### config.mk
export PLATFORM = sky130hd
export DESIGN_NAME = uart_tx_fifo
export DESIGN_NICKNAME = d
export VERILOG_FILES = /design/src/rtl/uart_pkg.sv /design/src/rtl/uart_fifo.sv /design/src/rtl/uart_tx_fifo.sv
export SDC_FILE = /design/constraint.sdc
export NUM_CORES = 1
export LEC_CHECK = 0
export BUFFER_PORTS_ARGS = -buffer_cell sky130_fd_sc_hd__buf_2
export CORE_ASPECT_RATIO = 2
export CORE_MARGIN = 5
export CORE_UTILIZATION = 40
export DETAILED_ROUTE_END_ITERATION = 16
export PLACE_DENSITY = 0.61
export SYNTH_ARGS = -nofsm -noshare
export SYNTH_HDL_FRONTEND = slang
export SYNTH_SLANG_ARGS = --single-unit
### constraint.sdc
create_clock -name clk_i -period 12.1 [get_ports clk_i]
set_clock_uncertainty 0.05 [all_clocks]
set_input_delay 2.42 -clock clk_i [delete_from_list [all_inputs] [get_ports clk_i]]
set_output_delay 2.42 -clock clk_i [all_outputs]
set_load 0.01 [all_outputs]
### src/rtl/uart_pkg.sv
// uart_pkg: shared UART types, frame-format decode helpers and standard baud divisors.
package uart_pkg;
   typedef enum logic [1:0] {NONE, EVEN, ODD} parity_e;
   typedef enum logic [2:0] {IDLE, START, DATA, PARITY, STOP} tx_state_e;
   localparam int unsigned DIV_115200 = 868;
   localparam int unsigned DIV_19200 = 5208;
   localparam int unsigned DIV_9600 = 10417;
   localparam int unsigned DIV_4800 = 20833;
   localparam int unsigned DIV_2400 = 41667;
   function automatic logic [3:0] data_bits(input logic [1:0] sel);
      return 4'd5 + {2'b00, sel};
   endfunction
   function automatic parity_e parity_decode(input logic [1:0] sel);
      return sel == 2'b01 ? EVEN : sel == 2'b10 ? ODD : NONE;
   endfunction
endpackage

### src/rtl/uart_fifo.sv
// uart_fifo: synchronous FIFO with occupancy count, shared by the UART TX and RX paths.
module uart_fifo #(
   parameter int DEPTH = 16,
   parameter int W = 8
) (
   input  logic                     clk_i,
   input  logic                     arst_i,
   input  logic                     push,
   input  logic                     pop,
   input  logic [W-1:0]             wr_data,
   output logic [W-1:0]             rd_data,
   output logic                     full,
   output logic                     empty,
   output logic [$clog2(DEPTH):0]   level
);
   localparam int AW = $clog2(DEPTH);
   logic [W-1:0] mem [DEPTH];
   logic [AW-1:0] wp, rp;
   logic do_push, do_pop;
   assign full = level == (AW+1)'(DEPTH);
   assign empty = level == '0;
   assign do_push = push && !full;
   assign do_pop = pop && !empty;
   assign rd_data = mem[rp];
   always_ff @(posedge clk_i)
      if (do_push) mem[wp] <= wr_data;
   always_ff @(posedge clk_i or posedge arst_i)
      if (arst_i) begin
         wp <= '0;
         rp <= '0;
         level <= '0;
      end else begin
         if (do_push) wp <= wp + AW'(1);
         if (do_pop) rp <= rp + AW'(1);
         level <= level + (AW+1)'(do_push) - (AW+1)'(do_pop);
      end
endmodule

### src/rtl/uart_tx_fifo.sv
// uart_tx_fifo: buffered UART transmitter with runtime divider, 5-8 data bits, parity and 1/2 stop bits.
module uart_tx_fifo
   import uart_pkg::*;
#(
   parameter int FIFO_DEPTH = 16,
   parameter int DIV_W = 32
) (
   input  logic                          clk_i,
   input  logic                          arst_i,
   input  logic [DIV_W-1:0]              div_i,
   input  logic [1:0]                    data_bits_i,
   input  logic [1:0]                    parity_i,
   input  logic                          stop2_i,
   input  logic                          tx_req_i,
   input  logic [7:0]                    tx_data_i,
   output logic                          tx_ack_o,
   output logic [$clog2(FIFO_DEPTH):0]   level_o,
   output logic                          busy_o,
   output logic                          done_o,
   output logic                          tx_o
);
   tx_state_e state, state_n;
   parity_e par_q;
   logic [DIV_W-1:0] div_q, baud;
   logic [3:0] nbits_q, bit_cnt;
   logic [7:0] sh, head;
   logic stop2_q, acc, full, empty, pop, tick, last_data, last_stop;
   logic tx_n, busy_n, done_n;

   uart_fifo #(.DEPTH(FIFO_DEPTH), .W(8)) u_fifo (
      .clk_i(clk_i), .arst_i(arst_i), .push(tx_req_i), .pop(pop), .wr_data(tx_data_i),
      .rd_data(head), .full(full), .empty(empty), .level(level_o)
   );

   assign tx_ack_o = !full;
   assign tick = baud == div_q - DIV_W'(1);
   assign last_data = bit_cnt == nbits_q - 4'd1;
   assign last_stop = bit_cnt == {3'd0, stop2_q};
   // popping at the end of the last stop bit chains frames with no idle gap
   assign pop = !empty && (state == IDLE || (state == STOP && tick && last_stop));

   always_ff @(posedge clk_i or posedge arst_i)
      if (arst_i) state <= IDLE;
      else state <= state_n;

   always_comb begin
      state_n = state;
      case (state)
         IDLE:    state_n = empty ? IDLE : START;
         START:   if (tick) state_n = DATA;
         DATA:    if (tick && last_data) state_n = par_q == NONE ? STOP : PARITY;
         PARITY:  if (tick) state_n = STOP;
         STOP:    if (tick && last_stop) state_n = empty ? IDLE : START;
         default: state_n = IDLE;
      endcase
   end

   always_comb begin
      tx_n = state == START ? 1'b0 : state == DATA ? sh[0] : state == PARITY ? acc ^ (par_q == ODD) : 1'b1;
      busy_n = state != IDLE;
      done_n = state == STOP && tick && last_stop;
   end

   always_ff @(posedge clk_i or posedge arst_i)
      if (arst_i) begin
         tx_o <= 1'b1;
         busy_o <= 1'b0;
         done_o <= 1'b0;
      end else begin
         tx_o <= tx_n;
         busy_o <= busy_n;
         done_o <= done_n;
      end

   // frame format is captured on pop so mid-frame config changes only affect later frames
   always_ff @(posedge clk_i or posedge arst_i)
      if (arst_i) begin
         div_q <= DIV_W'(1);
         nbits_q <= 4'd8;
         par_q <= NONE;
         stop2_q <= 1'b0;
         sh <= '0;
         acc <= 1'b0;
         baud <= '0;
         bit_cnt <= '0;
      end else if (pop) begin
         div_q <= div_i > DIV_W'(1) ? div_i : DIV_W'(1);
         nbits_q <= data_bits(data_bits_i);
         par_q <= parity_decode(parity_i);
         stop2_q <= stop2_i;
         sh <= head;
         acc <= 1'b0;
         baud <= '0;
         bit_cnt <= '0;
      end else if (state != IDLE) begin
         baud <= tick ? '0 : baud + DIV_W'(1);
         if (tick) begin
            bit_cnt <= state_n != state ? 4'd0 : bit_cnt + 4'd1;
            if (state == DATA) begin
               sh <= sh >> 1;
               acc <= acc ^ sh[0];
            end
         end
      end
endmodule

==> results.yml <==
critical_path:
  rr_worst_depth: 19
  cp-end-kind: "flop"
  critical-path-top-delay-family: "simple AND/OR/NAND/NOR gates"
  worstReg2RegStart: "div_q[7]"
  cp.required_ns: 12.44
  cp-start-kind: "flop"
  crit_chain: "nor4_4 > nand4_1 > or3_1 > or4_1 > a21oi_1 > o31ai_1 > nor4_4 > nor2_4 > clkinv_2 > ha_1 > inv_1 > ha_1 > inv_1 > fa_1 > inv_1 > a21oi_1 > nor2_1 > nor2_1 > xnor2_1"
  path_class: "reg -> reg"
  cpMostUsedCell: "inv_1"
  setup.worst_path.start: "div_q[7]"
  slowest_stage: "clkinv_2"
  slowest_delay_ns: 0.60
  path_buf_inv: 4
  cp_max_fo: 42
  setup.worst_path.end: "u_fifo.level[4]"
  regToRegSetupSlack_ns: 6.27
  cp.depth: 19
  r2r_end: "u_fifo.level[4]"
  cp.arrival_ns: 6.17
finish:
  diodes: 0
  finalNonFillerCells: 1286
  fillCellCount: 2544
  nets: 984
  syn_to_final_growth_pct: 12.12
  final_common_cell: "edfxtp_1"
  final_cell_mix: "edfxtp_1 (128), dfrtp_1 (99), nor2_1 (76)"
  final_layout_size_suffix_gt1_share_pct: 14.99
power:
  powerDensity_mw_per_mm2: 148.7
  seqPwrFrac_pct: 51.0
  clock_power_share_pct: 37.5
  p_comb_share_pct: 11.5
  p_leak_nw: 4.696
  p_sw_uw: 464.2
  intPower_mw: 1.384
  vdd_drop_max_mv: 0.07603
  switching_share_pct: 25.12
  p_total_mw: 1.848
logic_synthesis:
  dominantRegCellSynth: "edfxtp_1"
  ys_ff_latch: 231
  synth_cells: 865
  synthXorXnorAreaFrac_pct: 7.346
  yosysWarnings: 0
  async_reset_ff_share_pct: 44.59
  synth_area_leader_cell: "edfxtp_1"
  netlist_area_mm2: 0.01109
  ys_seq_area_share_pct: 57.94
  synth.top_cell.area_share_pct: 34.66
  synth.area.top_cells: "edfxtp_1 (35%), dfrtp_1 (23%), xnor2_1 (4.7%)"
  synth_nets: 930
  synth_top_family_by_area: "simple AND/OR/NAND/NOR gates"
  avgSynthCellArea_um2: 12.82
  yosysUniqueCellTypes: 72
  synth_edf_count: 128
  synthAdderAreaFrac_pct: 1.986
  muxShareOfSynthArea_pct: 10.74
  synth_compound_gate_area_share_pct: 6.985
  synth_simple_gate_area_share_pct: 12.47
floorplanning:
  die_h_um: 245.5
  rows: 86
  core_area_mm2: 0.02744
  die_area_mm2: 0.03135
  fp.dieW_um: 127.7
  start_util_pct: 40.41
  ios: 57
detailed_routing:
  first_pass_iters: 4
  routed_via_density: 5.463
  drt_first_iter_violations: 440
  drc: 0
  via_count: 7025
  wl_mm: 26.44
  wl_per_cell_um: 20.56
  postRouteAntennaNets: 0
sta:
  max_freq_mhz: 171.5
  rsz0062_at_grt: "false"
  fin_setup_tns_ns: 0
  hold_slack_ns: 0.4638
  finalHoldViolCount: 0
  max-slew-margin-rel_pct: 29.03
  worst_slew_pin_slew_ns: 1.061
  min_period_ns: 5.830
  min_period_over_period_pct: 48.19
  final_max_slew_viol_count: 0
  setup_violations: 0
global_routing:
  grt_antenna_before_repair: 0
  grt_pass1_vias: 7583
  grt_max_degree: 69
  overflow: 0
  grt_usage_pct: 17.34
  grt_pass1_wl_mm: 42.31
clocking:
  root_buffer: "clkbuf_16"
  cts_sinks: 231
  clkTransAtPathRegs_ns: 0.07
  clockBufferDepth: 3
  hold_buffers: 0
  insertion_delay_ns: 0.51
  cts_buffers: 22
  cts-htree-levels: 1
  cts_resized: 0
  cts_setup_buffers: 0
  cts_tree: "built"
placement:
  routabilityCongestion: 0.8831
  dpl.hpwl_mm: 19.73
  dpl.cell_count: 1247
  io_buffer_count: 56
flow_run:
  cap_viol_max_count: 0
outcome:
  status: "completed"
worst_hold_path:
  min_path_type: "reg -> reg"
==> kinds of logic after synthesis <==
family	Yosys count
multiplexers	87
AND/OR/NAND/NOR	263
buffers and inverters	64
AO/OA/AOI/OAI	110
XOR/XNOR	93
adder cells (fa/ha/maj)	17
flip-flops	231
==> Yosys cell counts (all sizes together) (21+ instances only) <==
library cell and number:
edfxtp 128, dfrtp 100, nor2 77, xnor2 59, nand2 42, mux2 36, xor2 34, nor3 30
mux2i 29, inv 27, a21oi 24, mux4 22, nand3 21
==> power by group through the flow <==
stage          clock network, mW  registers, mW  logic [mW]
4_1_cts                    0.714          0.943       0.220
3_5_place_dp                   0          0.958       0.219
6_report                   0.692          0.943       0.213
3_3_place_gp                   0          0.956       0.216
2_1_floorplan                  0          0.944       0.147
5_1_grt                    0.746          0.950       0.240
==> worst min path at each step <==
stage	end	cells past startpoint	from
finish	stop2_q	1	stop2_q
floorplan	div_q[30]	1	div_q[30]
CTS	stop2_q	1	stop2_q
detailed placement	stop2_q	1	stop2_q
global route	stop2_q	1	stop2_q
global placement	stop2_q	1	stop2_q
==> cell type report <==
class	count	area [µm²]	area share, %
Sequential cell	231	6426	51.69
Clock inverter	12	121.4	0.9762
Clock buffer	27	600.6	4.831
Tap cell	352	440.4	3.543
Timing Repair Buffer	65	347.8	2.798
Multi-Input combinational cell	570	4383	35.26
Inverter	29	112.6	0.9058
==> registers in the layout (all words and copies together) (netlist names), 2 cells and up <==
name,cells
u_fifo.wp,4
baud,32
u_fifo.mem,128
div_q,32
state,3
u_fifo.rp,4
par_q,2
sh,8
u_fifo.level,5
nbits_q,4
bit_cnt,4
==> per-stage QoR <==
step / setup slack, ns / area (µm²) / util [%]
4_1_cts: 6.249 / 12430 / 45.31
5_1_grt: 5.749 / 12430 / 45.31
3_3_place_gp: 6.335 / 11710 / 42.68
6_report: 6.270 / 12430 / 45.31
3_5_place_dp: 6.277 / 11710 / 42.68
2_1_floorplan: 6.931 / 11090 / -
==> layer usage <==
layer	track usage (%)	wire, µm	up-vias
li1	-	-	3326
met1	16.94	8807	3514
met2	35.42	15900	133
met3	1.717	679	52
met4	7.375	1048	0
met5	0	0	-
No activity file was read; power rests on OpenSTA's default activity.
